`src/rtl/bus_master_arb.sv`:
```
// rtl/bus_master_arb.sv - round-robin four-master shared-bus arbiter with registered one-hot grant and combinational datapath mux
//
// Ports:
//   clk            system clock, rising edge
//   reset_         asynchronous active-low reset
//   mN_req_        master N bus request, active-low (N = 0..3)
//   mN_addr        master N address
//   mN_as_         master N address strobe, active-low
//   mN_rw          master N direction, 1 = read, 0 = write
//   mN_wr_data     master N write data
//   mN_grnt_       master N grant, active-low, registered one-hot
//   s_addr         shared address; s_addr[9:8] feeds the chip-select decoder
//   s_as_          shared address strobe, active-low
//   s_rw           shared direction
//   s_wr_data      shared write data
//   bus_idle       registered, high when no master owns the bus

`ifndef BUS_ADDR_WIDTH
`define BUS_ADDR_WIDTH 10
`endif

module bus_master_arb #(
    parameter int ADDR_W   = `BUS_ADDR_WIDTH,
    parameter int DATA_W   = 32,
    parameter int MAX_HOLD = 0
) (
    input  logic              clk,
    input  logic              reset_,
    input  logic              m0_req_,
    input  logic [ADDR_W-1:0] m0_addr,
    input  logic              m0_as_,
    input  logic              m0_rw,
    input  logic [DATA_W-1:0] m0_wr_data,
    input  logic              m1_req_,
    input  logic [ADDR_W-1:0] m1_addr,
    input  logic              m1_as_,
    input  logic              m1_rw,
    input  logic [DATA_W-1:0] m1_wr_data,
    input  logic              m2_req_,
    input  logic [ADDR_W-1:0] m2_addr,
    input  logic              m2_as_,
    input  logic              m2_rw,
    input  logic [DATA_W-1:0] m2_wr_data,
    input  logic              m3_req_,
    input  logic [ADDR_W-1:0] m3_addr,
    input  logic              m3_as_,
    input  logic              m3_rw,
    input  logic [DATA_W-1:0] m3_wr_data,
    output logic              m0_grnt_,
    output logic              m1_grnt_,
    output logic              m2_grnt_,
    output logic              m3_grnt_,
    output logic [ADDR_W-1:0] s_addr,
    output logic              s_as_,
    output logic              s_rw,
    output logic [DATA_W-1:0] s_wr_data,
    output logic              bus_idle
);

    typedef enum logic {
        ST_IDLE  = 1'b0,
        ST_GRANT = 1'b1
    } state_t;

    // Hold counter only needs to reach MAX_HOLD; it saturates at all-ones.
    localparam int                HOLD_W   = (MAX_HOLD < 1) ? 1 : $clog2(MAX_HOLD + 1);
    localparam logic [HOLD_W-1:0] HOLD_LIM = HOLD_W'(MAX_HOLD);

    state_t            r_st;
    logic [1:0]        r_owner;
    logic [1:0]        r_last;
    logic [HOLD_W-1:0] r_hold;
    logic [3:0]        r_grnt_n;
    logic              r_bus_idle;

    state_t            w_st_nxt;
    logic [1:0]        w_owner_nxt;
    logic [1:0]        w_last_nxt;
    logic [HOLD_W-1:0] w_hold_nxt;

    logic [3:0]        w_req;
    logic [3:0]        w_as_n;
    logic [ADDR_W-1:0] w_addr [4];
    logic [DATA_W-1:0] w_data [4];
    logic [3:0]        w_rw;
    logic [2:0]        w_idle_pick;
    logic [2:0]        w_next_pick;
    logic              w_preempt;

    assign w_req  = ~{m3_req_, m2_req_, m1_req_, m0_req_};
    assign w_as_n = {m3_as_, m2_as_, m1_as_, m0_as_};
    assign w_rw   = {m3_rw, m2_rw, m1_rw, m0_rw};
    assign w_addr[0] = m0_addr;
    assign w_addr[1] = m1_addr;
    assign w_addr[2] = m2_addr;
    assign w_addr[3] = m3_addr;
    assign w_data[0] = m0_wr_data;
    assign w_data[1] = m1_wr_data;
    assign w_data[2] = m2_wr_data;
    assign w_data[3] = m3_wr_data;

    // Scan base+1, base+2, base+3 and optionally base itself; first hit wins.
    // Returns {found, index}. Iterating from the far end lets the nearest
    // requester overwrite earlier hits.
    function automatic logic [2:0] rr_pick(input logic [3:0] req,
                                           input logic [1:0] base,
                                           input logic       incl_base);
        logic [1:0] cand;
        rr_pick = 3'b000;
        for (int i = 4; i >= 1; i--) begin
            cand = base + 2'(i);
            if (req[cand] && (i != 4 || incl_base)) begin
                rr_pick = {1'b1, cand};
            end
        end
    endfunction

    // From idle the previous owner is lowest priority; while granted the
    // current owner is excluded so the search yields a successor.
    assign w_idle_pick = rr_pick(w_req, r_last, 1'b1);
    assign w_next_pick = rr_pick(w_req, r_owner, 1'b0);

    // Never take the bus away while the owner's strobe is low.
    assign w_preempt = (MAX_HOLD != 0) && (r_hold >= HOLD_LIM) &&
                       w_next_pick[2] && w_as_n[r_owner];

    always_comb begin
        w_st_nxt    = r_st;
        w_owner_nxt = r_owner;
        w_last_nxt  = r_last;
        w_hold_nxt  = r_hold;
        case (r_st)
            ST_IDLE: begin
                if (w_idle_pick[2]) begin
                    w_st_nxt    = ST_GRANT;
                    w_owner_nxt = w_idle_pick[1:0];
                    w_hold_nxt  = '0;
                end
            end
            ST_GRANT: begin
                if (w_req[r_owner]) begin
                    if (w_preempt) begin
                        w_owner_nxt = w_next_pick[1:0];
                        w_last_nxt  = r_owner;
                        w_hold_nxt  = '0;
                    end else if (r_hold != '1) begin
                        w_hold_nxt = r_hold + HOLD_W'(1);
                    end
                end else if (w_next_pick[2]) begin
                    // Hand-over on release with no idle bubble.
                    w_owner_nxt = w_next_pick[1:0];
                    w_last_nxt  = r_owner;
                    w_hold_nxt  = '0;
                end else begin
                    w_st_nxt   = ST_IDLE;
                    w_last_nxt = r_owner;
                    w_hold_nxt = '0;
                end
            end
            default: w_st_nxt = ST_IDLE;
        endcase
    end

    always_ff @(posedge clk or negedge reset_) begin
        if (!reset_) begin
            r_st       <= ST_IDLE;
            r_owner    <= 2'd0;
            r_last     <= 2'd3;
            r_hold     <= '0;
            r_grnt_n   <= 4'hF;
            r_bus_idle <= 1'b1;
        end else begin
            r_st       <= w_st_nxt;
            r_owner    <= w_owner_nxt;
            r_last     <= w_last_nxt;
            r_hold     <= w_hold_nxt;
            r_grnt_n   <= (w_st_nxt == ST_GRANT) ? ~(4'b0001 << w_owner_nxt) : 4'hF;
            r_bus_idle <= (w_st_nxt == ST_IDLE);
        end
    end

    assign {m3_grnt_, m2_grnt_, m1_grnt_, m0_grnt_} = r_grnt_n;
    assign bus_idle = r_bus_idle;

    // Zero-latency datapath: selected by registered state only, so the
    // master's signals pass straight through while it owns the bus.
    always_comb begin
        s_addr    = '0;
        s_as_     = 1'b1;
        s_rw      = 1'b1;
        s_wr_data = '0;
        if (r_st == ST_GRANT) begin
            s_addr    = w_addr[r_owner];
            s_as_     = w_as_n[r_owner];
            s_rw      = w_rw[r_owner];
            s_wr_data = w_data[r_owner];
        end
    end

endmodule

```
`config.mk`:
```
export PLATFORM = sky130hd
export DESIGN_NAME = bus_master_arb
export DESIGN_NICKNAME = d
export VERILOG_FILES = /design/src/rtl/bus_master_arb.sv
export SDC_FILE = /design/constraint.sdc
export NUM_CORES = 1
export LEC_CHECK = 0
export CORE_AREA = 2 2 90 92
export CTS_BUF_LIST = sky130_fd_sc_hd__clkbuf_4
export CTS_CLUSTER_DIAMETER = 60
export DETAILED_ROUTE_END_ITERATION = 10
export DIE_AREA = 0 0 92 94
export PLACE_DENSITY = 0.9
export REMOVE_ABC_BUFFERS = 1
export SLEW_MARGIN = 25
export SYNTH_ARGS = -nofsm -noshare
export SYNTH_HDL_FRONTEND = slang
export SYNTH_SLANG_ARGS = --single-unit
```
`constraint.sdc`:
```
create_clock -name clk -period 2.7 [get_ports clk]
set_clock_uncertainty 0.1 [all_clocks]
set_input_delay 0.675 -clock clk [delete_from_list [all_inputs] [get_ports clk]]
set_output_delay 0.675 -clock clk [all_outputs]
set_load 0.03 [all_outputs]
```
==> results of run 1 <==
state kept, by name, summed over array words and instances (netlist names):
name and cells:
r_grnt_n 4, r_owner 2, r_last 2, r_st 1, bus_idle 1
cell type report:
class                      instances  area share [%]
timing repair buffer             249            54.3
multi-input combinational        133            35.9
sequential                        10            5.94
tap                              102            2.87
clock buffer                       3           0.507
inverter                           4           0.338
clock inverter                     1          0.0844
kinds of logic (layout without fill, tap and decap cells):
family,Yosys count,after routing,share of synthesized area (%)
muxes,47,47,51.6
DFF,10,10,13.1
buffers and inverters,25,257,6.83
and+or+nand+nor,61,61,19.0
AOI/OAI and AO/OA,25,25,9.42
cells in the mapped netlist (2+ instances only):
library cell	instances
nand3_1	2
mux2i_1	2
o21ai_0	4
o2bb2ai_1	2
a21oi_1	2
nand2b_1	4
buf_6	3
buf_4	2
or4_1	2
o211ai_1	3
nor2_1	4
dfstp_2	7
dfrtp_1	3
inv_1	4
clkbuf_1	6
buf_2	9
and2_1	42
a21boi_1	2
mux4_2	44
critical path: stages:
cell	delay, ns
clkdlybuf4s50_1	0.41
mux4_2	0.48
and2_1	0.18
buf_4	0.16
worst max-delay path by stage:
stage,startpoint,to,slack [ns]
global placement,m3_addr[5],s_addr[5],-0.40
detailed placement,m3_addr[5],s_addr[5],-0.42
floorplan,r_owner[0],s_as_,-0.95
CTS,m0_addr[7],s_addr[7],0.00002
global route,m3_wr_data[2],s_wr_data[2],-0.01
finish,m3_wr_data[4],s_wr_data[4],0.02
timing repair:
item	in CTS	in global routing
setup buffers	2	0
gates resized for setup	160	29
cloned	1	0
setup endpoints to repair	35	16
metrics by stage:
step	hold slack, ns	area (um^2)	setup WS, ns	util (%)
after CTS	0.443	4380	0.0000180	57.6
after detailed placement	0.432	4420	-0.419	58.1
after global placement	0.420	4420	-0.399	58.1
final	0.447	4450	0.0174	58.4
after global routing	0.458	4450	-0.0104	58.4
after floorplan	0.279	1860	-0.948	-
per-layer routing:
| layer | up-vias | track usage (%) | routed length (um) |
|---|---|---|---|
| met5 | - | 0 | 0 |
| met4 | 0 | 4.35 | 166 |
| met3 | 17 | 3.45 | 820 |
| met2 | 176 | 42.6 | 5090 |
| met1 | 1216 | 22.9 | 3410 |
| li1 | 1129 | - | - |
power by group:
part / leakage (nW) / switching, mW / internal [mW]
Clock: 0.0154 / 0.0513 / 0.0535
Sequential: 0.104 / 0.0618 / 0.237
Combinational: 1.66 / 1.49 / 1.65
Total: 1.78 / 1.60 / 1.94
==> run summary, run 1 <==
The flow ran to the end, and the final reports show no timing, DRC or antenna violations. The vertical extent of the die is 94 um. In this run, post-CTS hold repair placed 0 buffers. The most used flip-flop cell after synthesis is dfstp_2.

The worst hold path was traced through 2 stages. The total number of nets in the final design came out at 583. The total clock buffers created by CTS came out at 3. The overall fraction of global-route tracks in use is 21.1%. The worst setup path is of the primary input to primary output kind. The first-pass GRT wire length is 14.2 mm. The initial antenna violation count is 0.

The instance count after placement with tap cells included came out at 495. The time the worst path needs with I/O delays and setup came out at 2.68 ns. The worst setup path is captured at a primary output. After clock tree synthesis, the clock-pin slew on the worst setup and hold paths is 0.06 ns. The proportion of synthesized chip area in sequential cells is 13.1%. The count of fill cells added during filler insertion came out at 651. In this run the horizontal extent of the chip is 92 um. The area of combinational cells with multiple inputs is 1600 um^2. The maximum operating frequency is 373 MHz. The repair_antennas step left the layout with diodes totalling 0. The via count of the first global-routing pass came out at 2,707.

In this run the tightest slew margin relative to its limit is 72.6%. The buffer levels on the longest clock path came out at 2. mux4_2 takes more of the synthesized area than any other cell. Summed over its instances, the top area cell type makes up 50.1% of the synthesized netlist area.

The number of antenna-violating nets in the routed design is 0. The tree is rooted in a clkbuf_4. Data arrives at the worst endpoint at 1.91 ns. Setup repair after global routing could not meet its margin everywhere. The number of synthesized flops with an enable pin is 0. The number of pins exceeding their max-slew limit in the final report was 0. The total via count in the routed design came out at 2,538. Summed over all layers, the global routing overflow is 0. Dividing the detail-routed wire length by the instance count gives 18.9 um.

The path depth of the worst reg2reg path is 6. The power density relative to cell area came out at 796 nW/um^2. The library cell used most frequently in the layout, excluding fill and tap cells, is clkdlybuf4s50_1. The iteration-0 DRC count of the detailed router is 52. The number of register bits inferred by synthesis is 10.

Of all nets on the critical path, the largest fanout is 1. The average cell area after synthesis is 11.8 um^2. The worst setup path is launched from a primary input. In the routed layout, each cell is associated on average with a via count of 5.06. The area taken by flip-flops and latches is 264 um^2. After synthesis, the cell types taking the most area are mux4_2, and2_1, dfstp_2. The number of buffer cells added on primary ports came out at 230. The top cell types in the final layout, fill and taps aside, are clkdlybuf4s50_1, mux4_2, and2_1.

In the synthesized netlist the async set-or-reset flop fraction comes to 100%. The pre-antenna-repair detailed-routing pass consisted of 4 iterations. The worst hold path terminates at r_last[0]. The post-route clock period utilization is 99.4%. The maximum ir drop on the vdd rail came out at 0.000398 V. The routability-driven placement congestion ratio came out at 0.894.

The path class of the tightest hold or removal check is flop to flop. 231 I/O pins were placed. The final setup TNS is 0 ns. The number of violations of the max-capacitance limit is 0. The starting density of the core came out at 26.0%.

The number of hold-slack violations in the final timing report was 0. The number of different library cells used by synthesis comes to 40. In the final layout, the share of cells above drive strength 1 is 32.5%.

The number of warnings printed during yosys synthesis is 0. The post-layout instance count excluding filler cells came out at 502. TritonCTS built the clock tree. The number of placement rows is 32. CTS saw 10 sinks. The area of the mapped netlist came out at 1980 um^2. The detailed placer's ending HPWL is 7.87 mm. The startpoint of the worst register-to-register path is r_owner[1].

The post-layout total power came out at 3.54 mW. After floorplanning, the core was sized to cover 7610 um^2. The aggregate routed wire length is 9.49 mm. Setup violations remaining at the end of the flow were counted as 0. Clock latency on the worst-skew pair, taken at its later pin, is 0.27 ns. The static leakage power is 1.78 nW.

The layout overhead on the synthesized area is 125%. The number of standard cells after synthesis came out at 168. The endpoint of the worst-slack reg-to-reg timing path is r_grnt_n[3]. In this run the most critical hold path is launched from r_last[0]. The number of remaining DRC errors came out at 0. The maximum number of pins on one net before global-route repair came out at 30. The die covers 8650 um^2. The measured slew at the worst slew-check pin is 0.410 ns. The register-to-register setup slack came out at 0.62 ns. The number of H-tree levels came out at 1. The data required time of the critical path is 1.92 ns.
Note: power is estimated with default switching activity, not from simulation.
==> run 2, diff against run 1 <==
CORE_AREA = 2 2 89 91   (was 2 2 90 92)
DIE_AREA = 0 0 91 93   (was 0 0 92 94)
DONT_BUFFER_PORTS = 1   (was not set)
PLACE_DENSITY = 0.52   (was 0.9)
==> run summary, run 2 (synthesized netlist as in run 1, its figures left out) <==
The number of antenna-violating nets in the routed design came out at 0. The path class of the tightest hold or removal check is primary input to async pin. The clock power share came out at 4.3%. Counting both buffers and inverters, the worst setup path holds a total of 1. The library cells used most frequently in the layout, excluding fill and tap cells, are mux4_2, and2_1, dfstp_2. The first-pass GRT wire length is 9.63 mm. Final hold analysis gives a worst-case slack of 0.138 ns. The fraction of layout cells with a size suffix above 1 is 44.1%. In this run switching power makes up 53.9% of total power. More flip-flops sit in one register than any other, and that register is r_grnt_n. The critical path goes through buf_12 -> mux4_2 -> nand2b_1. The I/O pin total is 231. The static leakage power is 0.713 nW. The setup path with the least slack is of type flop to primary output. The number of pins exceeding their max-slew limit in the final report was 0. Tracing the worst setup path back leads to its startpoint at r_owner[0].

The number of hold-slack violations in the final timing report came out at 0. The overall fraction of global-route tracks in use is 14.6%. The post-route clock period utilization came out at 96.4%. The number of setup violations in the final report is 0. The number of buffer cells added on primary ports is 0. The core area is 7530 um^2.

For this run the aggregate overflow at the end of global routing stands at 0. The clock latency reported for the late side of the worst-skew pair is 0.27 ns. The total clock buffers created by CTS is 3.

The total inserted antenna cells is 0. At the pin with the least slew margin, the transition time is 0.447 ns. The tree is rooted in a clkbuf_4. The data required time of the critical path came out at 1.92 ns. Dividing the detail-routed wire length by the instance count gives 25.5 um. The maximum number of pins on one net before global-route repair came out at 56. In the final design database the tool counted 344 nets. The maximum ir drop on the vdd rail is 0.000453 V. The via count of the first global-routing pass is 1,613. Routability-driven placement finished with a final weighted congestion of 0.988. The clock transition at the register clock pins on the worst setup and hold paths after CTS came out at 0.07 ns. STA classifies the critical path startpoint as a flop. The horizontal die dimension is 91 um. The die is 93 um tall. From synthesis to final layout, the design area changed by 7.65%.

The run finished with clean final reports. The number of placement rows came out at 32. The design internal power came out at 1.18 mW. The initial antenna violation count is 0. The total via count in the routed design is 1,609.

The clock net in this run drives a total of 10 sinks. The largest registers in the layout are r_grnt_n x4, r_last x2, r_owner x2. STA classifies the critical path endpoint as a primary output. Along the worst path, the maximum fanout reaches 16. Among all stages on the critical path, the largest delay is contributed by dfrtp_4. The final setup TNS is 0 ns. The startpoint of the worst register-to-register path is r_owner[1]. The die footprint is 8460 um^2.

The dominant delay contributor by cell family on the critical path is flip-flops. The buffer levels on the longest clock path came out at 2. The iteration count of the initial detailed-routing pass came out at 4. Derived from the worst setup path, the maximum achievable clock frequency is 384 MHz. Post-CTS repair changed the size of 0 cells. In the routed layout, each cell is associated on average with a via count of 6.12. At the worst endpoint, the arrival time is 1.83 ns. TritonCTS built the clock tree.

The number of violations of the max-capacitance limit is 0. Setup repair after global routing left no endpoint under its margin. The register with the most flip-flops in the layout has 4 of them. The iteration-0 DRC count of the detailed router is 61.

Detailed placement ended at an HPWL of 5.45 mm. The power density relative to cell area is 1200 nW/um^2. CTS built an H-tree with a depth of 1.

Of the total power, combinational logic draws 81.6%. The time the worst path needs with I/O delays and setup is 2.60 ns. The number of remaining DRC errors came out at 0.

The sequential group share of total power came out at 14.0%. The delay of the slowest cell on the worst path is 0.52 ns. Summed over all layers, the routed wires come to 6.70 mm. The switching component of the power came out at 1.38 mW. The worst slew margin relative to its limit came out at 70.2%. The starting density of the core came out at 26.3%. Leaving out fill and tap cells, the most frequent cell in the layout is mux4_2.
==> run 2: cell types whose count changed in the layout (fill, tap and decap cells not counted) <==
cell	change
buf_6	-8
dlygate4sd3_1	+1
and2_4	-5
buf_2	-24
buf_8	-1
buf_4	-19
dlymetal6s2s_1	-6
bufbuf_16	-1
clkbuf_2	+1
and2_1	+5
buf_12	-2
clkdlybuf4s50_1	-180
==> run 2: final cells by class <==
cell class                      instances  area [um^2]
Inverter                                4         15.0
Tap cell                              102          128
Timing Repair Buffer                   10          113
Clock buffer                            3         22.5
Clock inverter                          1         3.75
Sequential cell                        10          264
Fill cell                             797         5400
Multi-Input combinational cell        133         1590
==> run 2: what timing repair did <==
action                     in CTS  in global routing
buffers inserted                0                  4
hold endpoints to repair        3                  0
hold buffers                    1                  0
setup endpoints to repair       0                 21
==> run 2: power by group through the flow <==
stage / registers, mW / clock network (mW) / logic, mW
2_1_floorplan: 0.534 / 0 / 1.61
3_3_place_gp: 0.372 / 0 / 2.04
3_5_place_dp: 0.376 / 0 / 2.05
4_1_cts: 0.374 / 0.116 / 2.06
5_1_grt: 0.368 / 0.125 / 2.22
6_report: 0.360 / 0.112 / 2.09
==> run 2: path summary, 6_finish.rpt <==
path | to | slack, ns | cells past startpoint
hold / removal | r_last[1] | 0.14 | 0
hold reg to reg | r_last[0] | 0.46 | 2
min in group clk | r_last[0] | 0.46 | 2
setup reg to reg | r_grnt_n[3] | 0.77 | 5
max in group asynchronous | r_owner[0] | 1.76 | 1
setup / recovery | s_rw | 0.1 | 3
==> run 2: metal layers <==
layer | vias up | GRT usage, % | share of wire [%]
met2 | 148 | 25.1 | 50
li1 | 656 | - | -
met1 | 799 | 18.6 | 38
met4 | 0 | 2.78 | 0.99
met3 | 6 | 3.87 | 11
met5 | - | 0 | 0
==> run 2: worst reg2reg max path, delay by kind of cell (launching register included) <==
kind | cells | cell delay (ns)
buffers and inverters | 1 | 0.27
AOI/OAI and AO/OA | 2 | 0.40
DFF | 1 | 0.37
and+or+nand+nor | 2 | 0.69
==> run 2: metrics by stage <==
| stage | util (%) | cells | area, um^2 | total power [mW] | setup slack (ns) |
|---|---|---|---|---|---|
| global placement | 27.5 | 254 | 2070 | 2.41 | 0.329 |
| detailed placement | 27.5 | 254 | 2070 | 2.42 | 0.328 |
| floorplan | - | 147 | 1860 | 2.15 | -0.948 |
| global route | 28.3 | 263 | 2130 | 2.71 | 0.0254 |
| finish | 28.3 | 263 | 2130 | 2.57 | 0.0973 |
| CTS | 27.9 | 259 | 2100 | 2.55 | 0.0192 |
==> run 3, diff against run 2 <==
PLACE_DENSITY = 0.37   (was 0.52)
==> run summary, run 3 (synthesized netlist as in run 1, its figures left out) <==
The met1 layer wirelength in the final routing is 2.36 mm. The core area is 7530 um^2. For the pin with the worst max-slew slack, the measured transition is 0.559 ns. The number of placement rows is 32. The number of sinks driven by the clock tree is 10.

The time the worst path needs with I/O delays and setup is 2.53 ns. Setup repair after global routing left no endpoint under its margin. Before antenna repair, the detailed router went through 4 iterations. The vertical extent of the die is 93 um. The sequential group share of total power came out at 13.5%.

After clock tree synthesis, the clock-pin slew on the worst setup and hold paths is 0.07 ns. Internal power comes to 1.16 mW. The layout overhead on the synthesized area came out at 7.52%. The static leakage power is 0.708 nW. The routed design uses 963 um of met3 wire. The setup path with the least slack is of type flop to primary output. In this run the clock root is driven by a clkbuf_4. The arrival time of the worst setup path came out at 1.76 ns.

In this run, the combinational gates consume 82.4% of the power. The number of pins exceeding their max-slew limit in the final report was 0. Setup violations remaining at the end of the flow were counted as 0. The iteration-0 DRC count of the detailed router came out at 56.

The switching share of total power is 54.3%. The starting density of the core is 26.3%. The clock latency reported for the late side of the worst-skew pair is 0.26 ns. The top cell types in the final layout, fill and taps aside, are mux4_2, and2_1, dfstp_2. Across all register-to-register paths, the minimum setup slack is 0.67 ns. Cells with a size suffix above 1 make up 42.7% of the layout. In the final routed layout, each cell accounts on average for 28.4 um.

The I/O pin total came out at 231. The total overflow left after global routing is 0. TritonCTS built the clock tree.

For this run, the slowest stage of the critical path takes 0.51 ns. The post-layout instance count excluding filler cells came out at 260. The congestion estimate from routability-driven global placement came to 0.909. The type of element launching the critical path is a flop. Dividing the detail-routed via count by the number of cells gives 6.07.

The number of hold-slack violations in the final timing report is 0. The die covers 8460 um^2. Counting the fill cells in the layout gives 794. The data required time of the critical path is 1.92 ns.

The largest registers in the layout are r_grnt_n x4, r_last x2, r_owner x2. The power density relative to cell area is 1200 nW/um^2. The via count of the first global-routing pass came out at 1,616. The total number of nets in the final design came out at 340. The flow ran to the end, and the final reports show no timing, DRC or antenna violations. Across the run, the number of max-cap violations was 0. The maximum ir drop on the vdd rail is 0.000502 V.

The routed wire length on met2 came out at 3.98 mm. The register with the highest flop count is r_grnt_n. The cell area after placement is 2060 um^2. After detailed routing, the number of remaining DRC violations is 0. The initial antenna violation count came out at 4.

Global routing consumed, over all layers together, 15.2% of the routing resources. The maximum number of pins on one net before global-route repair came out at 55. The area of combinational cells with multiple inputs is 1590 um^2. The detailed placer's ending HPWL is 5.99 mm. CTS built an H-tree with a depth of 1. The highest routing layer actually used is met5. The area of all placed cells without fillers is 2130 um^2. In this run the worst hold path is classified as primary input to async pin. In this run the remaining antenna-violating nets after routing total 0. The maximum operating frequency is 395 MHz. The clock power share came out at 4.2%. The total via count in the routed design is 1,579. The register with the most flip-flops in the layout has 4 of them.

The worst setup path is captured at a primary output. The first-pass GRT wire length is 9.96 mm. The area taken by flip-flops and latches is 262 um^2. Cells fill 28.3% of the core in the end.

TritonCTS created 3 clock buffers. The maximum fanout along the worst path is 23. The library cell used most frequently in the layout, excluding fill and tap cells, is mux4_2.

The largest individual stage delay along the critical path comes from the cell mux4_2. Traced cell by cell, the critical path runs through clkbuf_16 -> mux4_2 -> and2_1. The number of setup buffers added after CTS is 0. The clock passes through at most 2 buffers. Once placement completed, the tool counted placed cells totaling 253.

In this run the power spent charging and discharging nets is 1.38 mW. The aggregate routed wire length came out at 7.38 mm. The count of buffers added on input and output ports is 0. The worst slew margin relative to its limit is 62.7%. The horizontal die dimension came out at 91 um. The post-route clock period utilization came out at 93.7%.
-- run 3: layer usage --
layer,vias up,global-route usage (%)
li1,647,-
met1,807,15.1
met2,115,28.0
met3,8,7.74
met4,2,3.66
met5,-,0
-- run 3: metrics by stage --
step	total power [mW]	hold WS [ns]	setup slack, ns	TNS [ns]
2_1_floorplan	2.15	0.279	-0.948	-42.26
3_3_place_gp	2.36	0.280	0.375	0
3_5_place_dp	2.40	0.280	0.351	0
4_1_cts	2.51	0.132	0.0519	0
5_1_grt	2.68	0.124	0.0839	0
6_report	2.55	0.145	0.170	0
-- run 3: critical path, delay by kind of cell (launching register included) --
kind,cells,cell delay (ns)
buffers and inverters,1,0.25
DFF,1,0.43
muxes,1,0.51
and+or+nand+nor,1,0.28
-- run 3: power groups by stage --
stage / registers (mW) / clock network (mW) / logic, mW
5_1_grt: 0.354 / 0.120 / 2.21
4_1_cts: 0.335 / 0.112 / 2.07
3_5_place_dp: 0.335 / 0 / 2.06
3_3_place_gp: 0.336 / 0 / 2.02
2_1_floorplan: 0.534 / 0 / 1.61
6_report: 0.343 / 0.106 / 2.10
-- run 3: worst paths after layout --
kind,startpoint,endpoint,depth (start not counted)
hold reg to reg,r_last[0],r_last[0],2
min in group clk,r_last[0],r_last[0],2
setup / recovery,r_owner[0],s_wr_data[16],3
max in group asynchronous,reset_,r_owner[1],1
setup reg to reg,r_st,r_grnt_n[1],4
hold / removal,reset_,r_grnt_n[0],0
-- run 3: timing repair --
item,in CTS,in global routing
hold buffers,1,0
endpoints found under the setup margin,0,2
hold endpoints to repair,3,0
resized for setup,0,1
-- run 3: area by class of cell --
| cell class | instances | share of cell area, % |
|---|---|---|
| flip-flops and latches | 10 | 12.3 |
| multi-input cells | 133 | 74.5 |
| repair buffers | 6 | 5.17 |
| well taps | 102 | 6.00 |
| clock inverters | 1 | 0.176 |
| inverters | 4 | 0.705 |
| diodes | 1 | 0.118 |
| clock buffers | 3 | 1.06 |
